`src/rtl/float_accumulator.sv`:
```
// float_accumulator
//    Multi-cycle IEEE-754 single-precision adder that folds a stream of
//    operands into a running accumulator. Each add walks IDLE -> ALIGN ->
//    ADD -> NORM (one shift per cycle) -> DONE. Zero and denormal values
//    count as +0. Denormal results are flushed to +0. Exponent overflow
//    saturates to infinity. An infinite accumulator stays fixed until it is
//    cleared.
// Ports
//    clk         rising-edge clock
//    rst         synchronous active-high reset
//    clear       synchronous accumulator clear / abort of an add in flight
//    in_valid    operand valid
//    in_ready    block can take an operand this cycle
//    in_float    operand {sign, exp, mantissa}
//    acc_result  registered running sum
//    busy        high whenever the FSM is not idle
//    done        one-cycle pulse after acc_result has been updated
module float_accumulator #(
   parameter int EXP_W = 8,
   parameter int MAN_W = 23
) (
   input  logic                     clk,
   input  logic                     rst,
   input  logic                     clear,
   input  logic                     in_valid,
   output logic                     in_ready,
   input  logic [EXP_W+MAN_W:0]     in_float,
   output logic [EXP_W+MAN_W:0]     acc_result,
   output logic                     busy,
   output logic                     done
);

   localparam int W  = 1 + EXP_W + MAN_W;
   localparam int MW = MAN_W + 1;

   typedef enum logic [2:0] {IDLE, ALIGN, ADD, NORM, DONE} state_t;

   state_t             state, nextState;
   logic [W-1:0]       opnd;
   logic [MW-1:0]      mantBig, mantSmall;
   logic               signBig, signSmall;
   logic [MW:0]        sum;
   logic [EXP_W-1:0]   expReg;
   logic               signReg;
   logic               special;
   logic [W-1:0]       specialVal;

   // Operand views used by the ALIGN step; exp==0 means +0.
   logic [EXP_W-1:0]   expA, expB, expDiff;
   logic [MW-1:0]      manA, manB, shiftedSmall;
   logic               signA, signB, aBigger;

   // Outcome of the current NORM cycle.
   logic               normFinish;
   logic [W-1:0]       normResult;

   assign in_ready = (state == IDLE) && !clear && !rst;
   assign busy     = (state != IDLE);
   assign done     = (state == DONE);

   // Unpack accumulator and latched operand, pick the larger exponent and
   // right-shift the other mantissa, dropping bits that fall off the end.
   always_comb begin
      expA    = acc_result[W-2 -: EXP_W];
      expB    = opnd[W-2 -: EXP_W];
      manA    = (expA == '0) ? '0 : {1'b1, acc_result[MAN_W-1:0]};
      manB    = (expB == '0) ? '0 : {1'b1, opnd[MAN_W-1:0]};
      signA   = (expA == '0) ? 1'b0 : acc_result[W-1];
      signB   = (expB == '0) ? 1'b0 : opnd[W-1];
      aBigger = (expA >= expB);
      expDiff = aBigger ? (expA - expB) : (expB - expA);
      shiftedSmall = '0;
      if (expDiff < EXP_W'(MW))
         shiftedSmall = (aBigger ? manB : manA) >> expDiff;
   end

   // Next-state logic plus the one-step normaliser decision.
   always_comb begin
      nextState  = state;
      normFinish = 1'b0;
      normResult = '0;
      case (state)
         IDLE:  if (in_valid && in_ready) nextState = ALIGN;
         ALIGN: nextState = ADD;
         ADD:   nextState = NORM;
         NORM: begin
            if (special) begin
               normFinish = 1'b1;
               normResult = specialVal;
            end else if (sum == '0) begin
               normFinish = 1'b1;
            end else if (sum[MW]) begin
               // Carry out: the increment landing on all-ones is overflow.
               if (expReg == {{(EXP_W-1){1'b1}}, 1'b0}) begin
                  normFinish = 1'b1;
                  normResult = {signReg, {EXP_W{1'b1}}, {MAN_W{1'b0}}};
               end
            end else if (!sum[MW-1]) begin
               // A left shift that would reach exp 0 would make a denormal.
               if (expReg == EXP_W'(1))
                  normFinish = 1'b1;
            end else begin
               normFinish = 1'b1;
               normResult = {signReg, expReg, sum[MAN_W-1:0]};
            end
            if (normFinish) nextState = DONE;
         end
         DONE:    nextState = IDLE;
         default: nextState = IDLE;
      endcase
   end

   // State register and datapath; rst outranks clear, clear outranks all else.
   always_ff @(posedge clk) begin
      if (rst || clear) begin
         state      <= IDLE;
         acc_result <= '0;
         opnd       <= '0;
         mantBig    <= '0;
         mantSmall  <= '0;
         signBig    <= 1'b0;
         signSmall  <= 1'b0;
         sum        <= '0;
         expReg     <= '0;
         signReg    <= 1'b0;
         special    <= 1'b0;
         specialVal <= '0;
      end else begin
         state <= nextState;
         case (state)
            IDLE: if (in_valid && in_ready) opnd <= in_float;
            ALIGN: begin
               mantBig   <= aBigger ? manA : manB;
               mantSmall <= shiftedSmall;
               signBig   <= aBigger ? signA : signB;
               signSmall <= aBigger ? signB : signA;
               expReg    <= aBigger ? expA : expB;
               // Infinite accumulator sticks; an infinite operand takes over.
               special    <= 1'b0;
               specialVal <= '0;
               if (expA == '1) begin
                  special    <= 1'b1;
                  specialVal <= acc_result;
               end else if (expB == '1) begin
                  special    <= 1'b1;
                  specialVal <= {opnd[W-1], {EXP_W{1'b1}}, {MAN_W{1'b0}}};
               end
            end
            ADD: begin
               if (signBig == signSmall) begin
                  sum     <= {1'b0, mantBig} + {1'b0, mantSmall};
                  signReg <= signBig;
               end else if (mantBig > mantSmall) begin
                  sum     <= {1'b0, mantBig} - {1'b0, mantSmall};
                  signReg <= signBig;
               end else if (mantBig < mantSmall) begin
                  sum     <= {1'b0, mantSmall} - {1'b0, mantBig};
                  signReg <= signSmall;
               end else begin
                  sum     <= '0;
                  signReg <= 1'b0;
               end
            end
            NORM: begin
               if (normFinish) begin
                  acc_result <= normResult;
               end else if (sum[MW]) begin
                  sum    <= sum >> 1;
                  expReg <= expReg + EXP_W'(1);
               end else begin
                  sum    <= sum << 1;
                  expReg <= expReg - EXP_W'(1);
               end
            end
            default: ;
         endcase
      end
   end

endmodule
```
`config.mk`:
```
export PLATFORM = sky130hd
export DESIGN_NAME = float_accumulator
export DESIGN_NICKNAME = d
export VERILOG_FILES = /design/src/rtl/float_accumulator.sv
export SDC_FILE = /design/constraint.sdc
export NUM_CORES = 1
export LEC_CHECK = 0
export BUFFER_PORTS_ARGS = -buffer_cell sky130_fd_sc_hd__buf_2
export CAP_MARGIN = 20
export CORE_MARGIN = 10
export CORE_UTILIZATION = 57
export DETAILED_ROUTE_END_ITERATION = 8
export PLACE_DENSITY = 0.78
export SYNTH_ARGS = -nofsm -noshare
export SYNTH_HDL_FRONTEND = slang
export SYNTH_SLANG_ARGS = --single-unit
export TNS_END_PERCENT = 1
```
`constraint.sdc`:
```
create_clock -name clk -period 3.1 [get_ports clk]
set_clock_uncertainty 0.05 [all_clocks]
set_input_delay 0.155 -clock clk [delete_from_list [all_inputs] [get_ports clk]]
set_output_delay 0.155 -clock clk [all_outputs]
set_load 0.05 [all_outputs]
```
== After elaboration in Yosys (flattened, before gate mapping) ==
Cells that the tools add are included.

* Register bits after elaboration: 184
* Logic and storage cells: 97
* Bits of input ports: 36
* Output and inout port bits: 35

* Reduce and logical (&&, ||, !) cells: 18
* Shift operators: 1
* Eq/ne operators: 12
* Muxes and demuxes: 43
* Magnitude comparators: 4
* Add/subtract/negate cells: 7

{| class="wikitable"
|+ Operators by type and width
! cell !! number
|-
| 32-bit two-way mux || 7
|-
| 25-bit two-way mux || 5
|-
| 24-bit two-way mux || 5
|-
| 25-bit one-hot mux with 2 select lines || 1
|-
| 24-bit by 24-bit subtractor with 25-bit output || 2
|-
| 8-bit two-way mux || 4
|-
| 24-bit by 24-bit adder with 25-bit output || 1
|-
| 25-bit logical NOT || 1
|-
| 8-bit == test, second input constant || 3
|-
| 24-bit > comparator || 1
|-
| 24-bit < comparator || 1
|-
| 24-bit by 8-bit >> shifter with 24-bit output || 1
|-
| 1-bit two-way mux || 17
|-
| 8-bit logical NOT || 2
|-
| 8-bit one-hot mux with 2 select lines || 1
|-
| 8-bit subtractor || 2
|-
| 3-bit one-hot mux with 4 select lines || 1
|-
| 2-bit AND reduction || 5
|-
| 8-bit by 1-bit adder with 8-bit output, second input constant || 1
|-
| 8-bit by 1-bit == test with 1-bit output, second input constant || 1
|-
| 8-bit >= comparator || 1
|-
| 8-bit by 5-bit < comparator with 1-bit output, second input constant || 1
|-
| 8-bit by 1-bit subtractor with 8-bit output, second input constant || 1
|-
| 3-bit by 2-bit == test with 1-bit output, second input constant || 2
|-
| 12 further kinds || 18
|}

== Depth between registers and ports, before layout ==
* Depth in word-level cells: 10
* Gate-level depth with buffers: 16
* Gate-level depth less buffers: 14

== Worst setup path before layout ==
No wires, ideal clock.

* Kind: register -> register
* Start point: reg acc_result[23]
* End point: reg mantSmall[5]
* Buffers on the path: 0
* Library setup time: 0.117 ns
* Required time: 2.933 ns
* Clock period less this slack: 3.649 ns
* Setup slack: -0.549 ns
* Arrival: 3.481 ns
* Cell stages (with the launch flop): 13
* Cells stage by stage: dfxtp_1 > inv_1 > ha_1 > fa_1 > and3b_4 > o31ai_4 > a21oi_2 > mux2_2 > a211o_1 > mux2i_1 > and2_1 > and3_1 > a32o_1

* Longest elaborated chain between the ends: 5
* Elaborated cells on any way between the ends: 10
* Those cells by class: add/sub: 2; order compare: 2; shift: 1; mux: 4; reduce/logical: 1

{| class="wikitable"
|+ RTL lines
! item !! RTL line !! text
|-
| from (decl) || 28 || <nowiki>output logic [EXP_W+MAN_W:0] acc_result,</nowiki>
|-
| from (signal assigned) || 166 || <nowiki>acc_result <= normResult;</nowiki>
|-
| branches (longest 4 deep; another with 8-bit subtractor) || n/a ||
|-
| 24-bit two-way mux (*) || 73 || <nowiki>if (expDiff < EXP_W'(MW))</nowiki>
|-
| to (signal assigned) || 134 || <nowiki>mantSmall <= shiftedSmall;</nowiki>
|-
| to (decl) || 40 || <nowiki>logic [MW-1:0] mantBig, mantSmall;</nowiki>
|}

Every way passes the cells marked *.
A chain may end at the register's enable or synchronous reset.

== Worst setup path after layout ==
* Start point: reg acc_result[23]
* End point: reg mantSmall[0]

Same word-level chain as after synthesis.

==> impl_results.html <==
<table>
<tr><th>Metric</th><th>Value</th></tr>
<tr><th colspan="2">Timing</th></tr>
<tr><td>Setup ws final</td><td>-0.371 ns</td></tr>
<tr><td>Setup repair after global routing missed its margin</td><td>yes</td></tr>
<tr><td>Transition time of the tightest slew-check pin</td><td>1.00 ns</td></tr>
<tr><td>Final Hold Vio Count</td><td>0</td></tr>
<tr><td>Total negative setup slack</td><td>-5.31 ns</td></tr>
<tr><td>Worst slew margin relative to its limit</td><td>32.3%</td></tr>
<tr><td>Final critical-path share of the clock period</td><td>112%</td></tr>
<tr><td>Upper clock frequency limit</td><td>0.288 GHz</td></tr>
<tr><td>Min cycle time layout</td><td>3.47 ns</td></tr>
<tr><td>Final slew viol count</td><td>0</td></tr>
<tr><td>Number of setup violations in the final report</td><td>33</td></tr>
<tr><td>Smallest hold slack</td><td>0.0490 ns</td></tr>
<tr><th colspan="2">Cells and area</th></tr>
<tr><td>Fraction of final layout cells with drive strength greater than 1</td><td>27.2%</td></tr>
<tr><td>Finished Cell Area</td><td>0.0187 mm²</td></tr>
<tr><td>Count of nets after finishing</td><td>2361</td></tr>
<tr><td>Post-synthesis to final-layout area growth</td><td>32.2%</td></tr>
<tr><td>Number of filler cells placed in the layout</td><td>1853</td></tr>
<tr><th colspan="2">Clocking</th></tr>
<tr><td>Clock sink count</td><td>184</td></tr>
<tr><td>CTS tree</td><td>done</td></tr>
<tr><td>Max Root-Sink Buffers</td><td>2</td></tr>
<tr><td>Worst-skew pair later-pin latency</td><td>0.47 ns</td></tr>
<tr><td>Clock-pin slew on the worst setup and hold paths</td><td>0.10 ns</td></tr>
<tr><td>Maximum level of the CTS H-tree</td><td>4</td></tr>
<tr><td>CTS Root Buffer Type</td><td>clkbuf_16</td></tr>
<tr><td>Number of clock buffers inserted by TritonCTS</td><td>17</td></tr>
<tr><th colspan="2">Outcome</th></tr>
<tr><td>Violations in the final reports</td><td>setup timing</td></tr>
<tr><td>Result of the run</td><td>finished with violations</td></tr>
<tr><th colspan="2">Yosys</th></tr>
<tr><td>Number of enable flip-flop cells after synthesis</td><td>0</td></tr>
<tr><td>Number of different library cells in the post-synthesis netlist</td><td>81</td></tr>
<tr><td>FFs w/ async S/R, synth</td><td>0%</td></tr>
<tr><td>Dominant register cell in the synthesized netlist</td><td>dfxtp_1</td></tr>
<tr><td>Post-synthesis instance area</td><td>0.0142 mm²</td></tr>
<tr><td>Yosys synthesis warning count</td><td>0</td></tr>
<tr><td>Dominant cell type by area after synthesis</td><td>dfxtp_1</td></tr>
<tr><td>Number of instances in the synthesized netlist</td><td>1901</td></tr>
<tr><td>Mean post-synth cell area</td><td>7.45 µm²</td></tr>
<tr><td>Sequential cell area fraction in the yosys report</td><td>26.0%</td></tr>
<tr><td>Post-synth top area share</td><td>26.0%</td></tr>
<tr><td>Count of state elements after synthesis</td><td>184</td></tr>
<tr><td>Ranking of synthesized cells by instance count</td><td>nand2_1 (201), dfxtp_1 (184), nor2_1 (175), a21oi_1 (156), o21ai_0 (110)</td></tr>
<tr><td>Net Count, Synth</td><td>2033</td></tr>
<tr><td>Top cells by area, synth</td><td>dfxtp_1 (26%), ha_1 (8.0%), a21oi_1 (5.5%)</td></tr>
<tr><td>Top-count cell post-synth</td><td>nand2_1</td></tr>
<tr><th colspan="2">Critical path</th></tr>
<tr><td>Cell breakdown of the critical path</td><td>inv_4 &gt; ha_4 &gt; fa_2 &gt; and3b_4 &gt; o31ai_4 &gt; a21oi_4 &gt; buf_6 &gt; buf_12 &gt; buf_4 &gt; a31oi_1 &gt; a211oi_1 &gt; buf_4 &gt; o21ai_1 &gt; o21ai_2 &gt; a32oi_2 &gt; a311oi_4</td></tr>
<tr><td>Arrival time of the worst setup path</td><td>3.77 ns</td></tr>
<tr><td>Slowest library cell on the worst path</td><td>a311oi_4</td></tr>
<tr><td>Cell repeated most along the worst path</td><td>buf_4</td></tr>
<tr><td>CP Data Required Time</td><td>3.40 ns</td></tr>
<tr><td>Launch instance of the worst register-to-register path</td><td>acc_result[23]</td></tr>
<tr><td>RR Endpoint</td><td>mantSmall[0]</td></tr>
<tr><td>Worst Setup Path Type</td><td>reg -&gt; reg</td></tr>
<tr><td>Reg2reg setup slack</td><td>-0.37 ns</td></tr>
<tr><td>Worst Setup Start Kind</td><td>flip-flop</td></tr>
<tr><td>Slowest stage delay, CP</td><td>0.43 ns</td></tr>
<tr><td>Cell depth of the worst flop-to-flop path</td><td>16</td></tr>
<tr><td>Capturing element type of the critical path</td><td>flip-flop</td></tr>
<tr><td>CP max FO</td><td>6</td></tr>
<tr><th colspan="2">GRT</th></tr>
<tr><td>Global-route wire length before repair</td><td>90200 µm</td></tr>
<tr><td>Antenna violations before repair</td><td>1</td></tr>
<tr><td>Vias in the first global route</td><td>15984</td></tr>
<tr><td>Global-route usage over all layers</td><td>36.1%</td></tr>
<tr><td>Pin count of the biggest net entering global routing</td><td>55</td></tr>
<tr><td>Global-route congestion overflow total</td><td>0</td></tr>
<tr><th colspan="2">Drt</th></tr>
<tr><td>Wirelength per Cell</td><td>22.9 µm</td></tr>
<tr><td>Detailed-routing iteration count for the pre-antenna-repair pass</td><td>8</td></tr>
<tr><td>ANT nets after route</td><td>0</td></tr>
<tr><td>DR iter-0 viols</td><td>2795</td></tr>
<tr><td>DR vias/cell</td><td>6.59</td></tr>
<tr><td>Count of unresolved DRC violations after routing</td><td>0</td></tr>
<tr><td>Routed wire length</td><td>58700 µm</td></tr>
<tr><td>Total number of vias</td><td>16915</td></tr>
<tr><th colspan="2">Placement</th></tr>
<tr><td>Placed Instance Area</td><td>0.0172 mm²</td></tr>
<tr><td>Final weighted congestion in routability-driven placement</td><td>1.04</td></tr>
<tr><td>Port Buffers</td><td>70</td></tr>
<tr><td>HPWL after detailed placement</td><td>44100 µm</td></tr>
<tr><td>Pre-CTS setup slack</td><td>-0.762 ns</td></tr>
<tr><th colspan="2">Floorplanning</th></tr>
<tr><td>Floorplan row count</td><td>57</td></tr>
<tr><td>Boundary Pins</td><td>71</td></tr>
<tr><td>Die outline width</td><td>178 µm</td></tr>
<tr><td>Area of the die</td><td>0.0316 mm²</td></tr>
<tr><td>Die height</td><td>178 µm</td></tr>
<tr><td>Area of the core</td><td>0.0244 mm²</td></tr>
<tr><td>Starting utilization of the core area</td><td>58.1%</td></tr>
<tr><th colspan="2">Worst hold path</th></tr>
<tr><td>Worst min-delay path endpoint</td><td>state[2]</td></tr>
<tr><td>Hold path startpoint</td><td>in_valid</td></tr>
<tr><td>Worst hold path stage count</td><td>3</td></tr>
<tr><td>Path category of the worst min-delay check</td><td>in -&gt; reg</td></tr>
<tr><th colspan="2">Pwr</th></tr>
<tr><td>Clk network pwr share</td><td>33.3%</td></tr>
<tr><td>Power spent charging and discharging nets</td><td>2.73 mW</td></tr>
<tr><td>Switching power as a share of total power</td><td>36.9%</td></tr>
<tr><td>Maximum resistive drop on vdd</td><td>0.000424 V</td></tr>
<tr><td>Power share of the combinational group</td><td>33.9%</td></tr>
<tr><td>Sequential share of power</td><td>32.8%</td></tr>
<tr><td>Overall power after layout</td><td>7.40 mW</td></tr>
<tr><td>Power per unit of standard cell area</td><td>395 mW/mm²</td></tr>
<tr><td>Leakage power total</td><td>7.92 nW</td></tr>
<tr><td>Pint</td><td>4.67 mW</td></tr>
<tr><th colspan="2">Job</th></tr>
<tr><td>Number of max-cap violations</td><td>0</td></tr>
</table>
registers in the layout, indices dropped and copies added (netlist names):
signal	count
sum	25
state	3
signBig	1
signSmall	1
mantSmall	24
expReg	8
mantBig	24
opnd	32
special	1
acc_result	32
signReg	1
specialVal	32
power groups by stage:
stage / Sequential (mW) / Combinational (mW) / Clock [mW]
2_1_floorplan: 2.47 / 1.18 / 0
3_3_place_gp: 2.47 / 2.18 / 0
3_5_place_dp: 2.48 / 2.19 / 0
4_1_cts: 2.42 / 2.36 / 2.47
5_1_grt: 2.43 / 2.63 / 2.55
6_report: 2.42 / 2.51 / 2.47
cell families (layout without fill, tap and decap cells):
logic type               count (synthesis)  after routing  share of synthesized area (%)
AO/OA/AOI/OAI                          626            626                           29.8
buffers and inverters                  256            597                           7.10
other                                    0              1                              0
adder cells (fa/ha/maj)                 96             96                           8.74
flip-flops                             184            184                           26.0
AND/OR/NAND/NOR                        624            624                           20.1
multiplexers                            82             82                           6.18
XOR/XNOR                                33             33                           2.04
worst max path at each step:
| stage | to | start |
|---|---|---|
| 3_5_place_dp | mantSmall[0] | acc_result[23] |
| 6_report | mantSmall[0] | acc_result[23] |
| 3_3_place_gp | mantSmall[0] | acc_result[23] |
| 2_1_floorplan | mantSmall[7] | acc_result[23] |
| 5_1_grt | mantSmall[0] | acc_result[23] |
| 4_1_cts | mantSmall[0] | acc_result[23] |
per-layer routing:
metal  GRT usage [%]  part of all wire, %  vias up
li1                -                    -     7606
met1            47.0                   40     7977
met2            54.9                   43     1116
met3            8.37                   12      216
met4            18.5                  5.5        0
met5               0                    0        -
timing repair:
item	4_1_cts	5_1_grt
setup buffers	5	3
setup endpoints to repair	72	61
pin swaps	19	22
endpoints found under the hold margin	32	0
gates resized for setup	87	43
hold buffers	32	0
layout make-up:
| type | instances | area, µm² | share of cell area (%) |
|---|---|---|---|
| clock inverter | 15 | 224 | 1.20 |
| inverter | 104 | 393 | 2.10 |
| timing repair buffer | 461 | 3500 | 18.7 |
| clock buffer | 17 | 425 | 2.27 |
| sequential | 184 | 3720 | 19.9 |
| tap | 324 | 405 | 2.16 |
| antenna | 1 | 2.50 | 0.0134 |
| multi-input combinational | 1461 | 10100 | 53.7 |
stage by stage:
step	utilization (%)	cells
3_3_place_gp	70.5	2493
4_1_cts	76.1	2562
6_report	76.8	2567
2_1_floorplan	-	1901
5_1_grt	76.8	2567
3_5_place_dp	70.5	2493
worst max-delay path: cells and delay by family (launching register included):
family | cells | cell delay (ns)
AO/OA/AOI/OAI | 8 | 1.51
buffers and inverters | 5 | 0.61
adder cells (fa/ha/maj) | 2 | 0.49
flip-flops | 1 | 0.36
AND/OR/NAND/NOR | 1 | 0.33
placed cells by master (no fill, tap or decap), drive strengths merged, types with 12 or more instances in the layout:
master,count
buf,429
nand2,201
dfxtp,184
nor2,175
a21oi,157
inv,114
o21ai,113
ha,91
nand3,85
a211oi,72
mux2i,65
nor3,48
a22oi,41
a221oi,34
dlygate4sd3,32
a31oi,28
xnor2,27
o31ai,24
nand4,20
and3,18
clkbuf,17
a21o,16
nand2b,14
mux2,14
o211ai,13
o21bai,12
o22ai,12
Power figures use the tool's default switching activity.
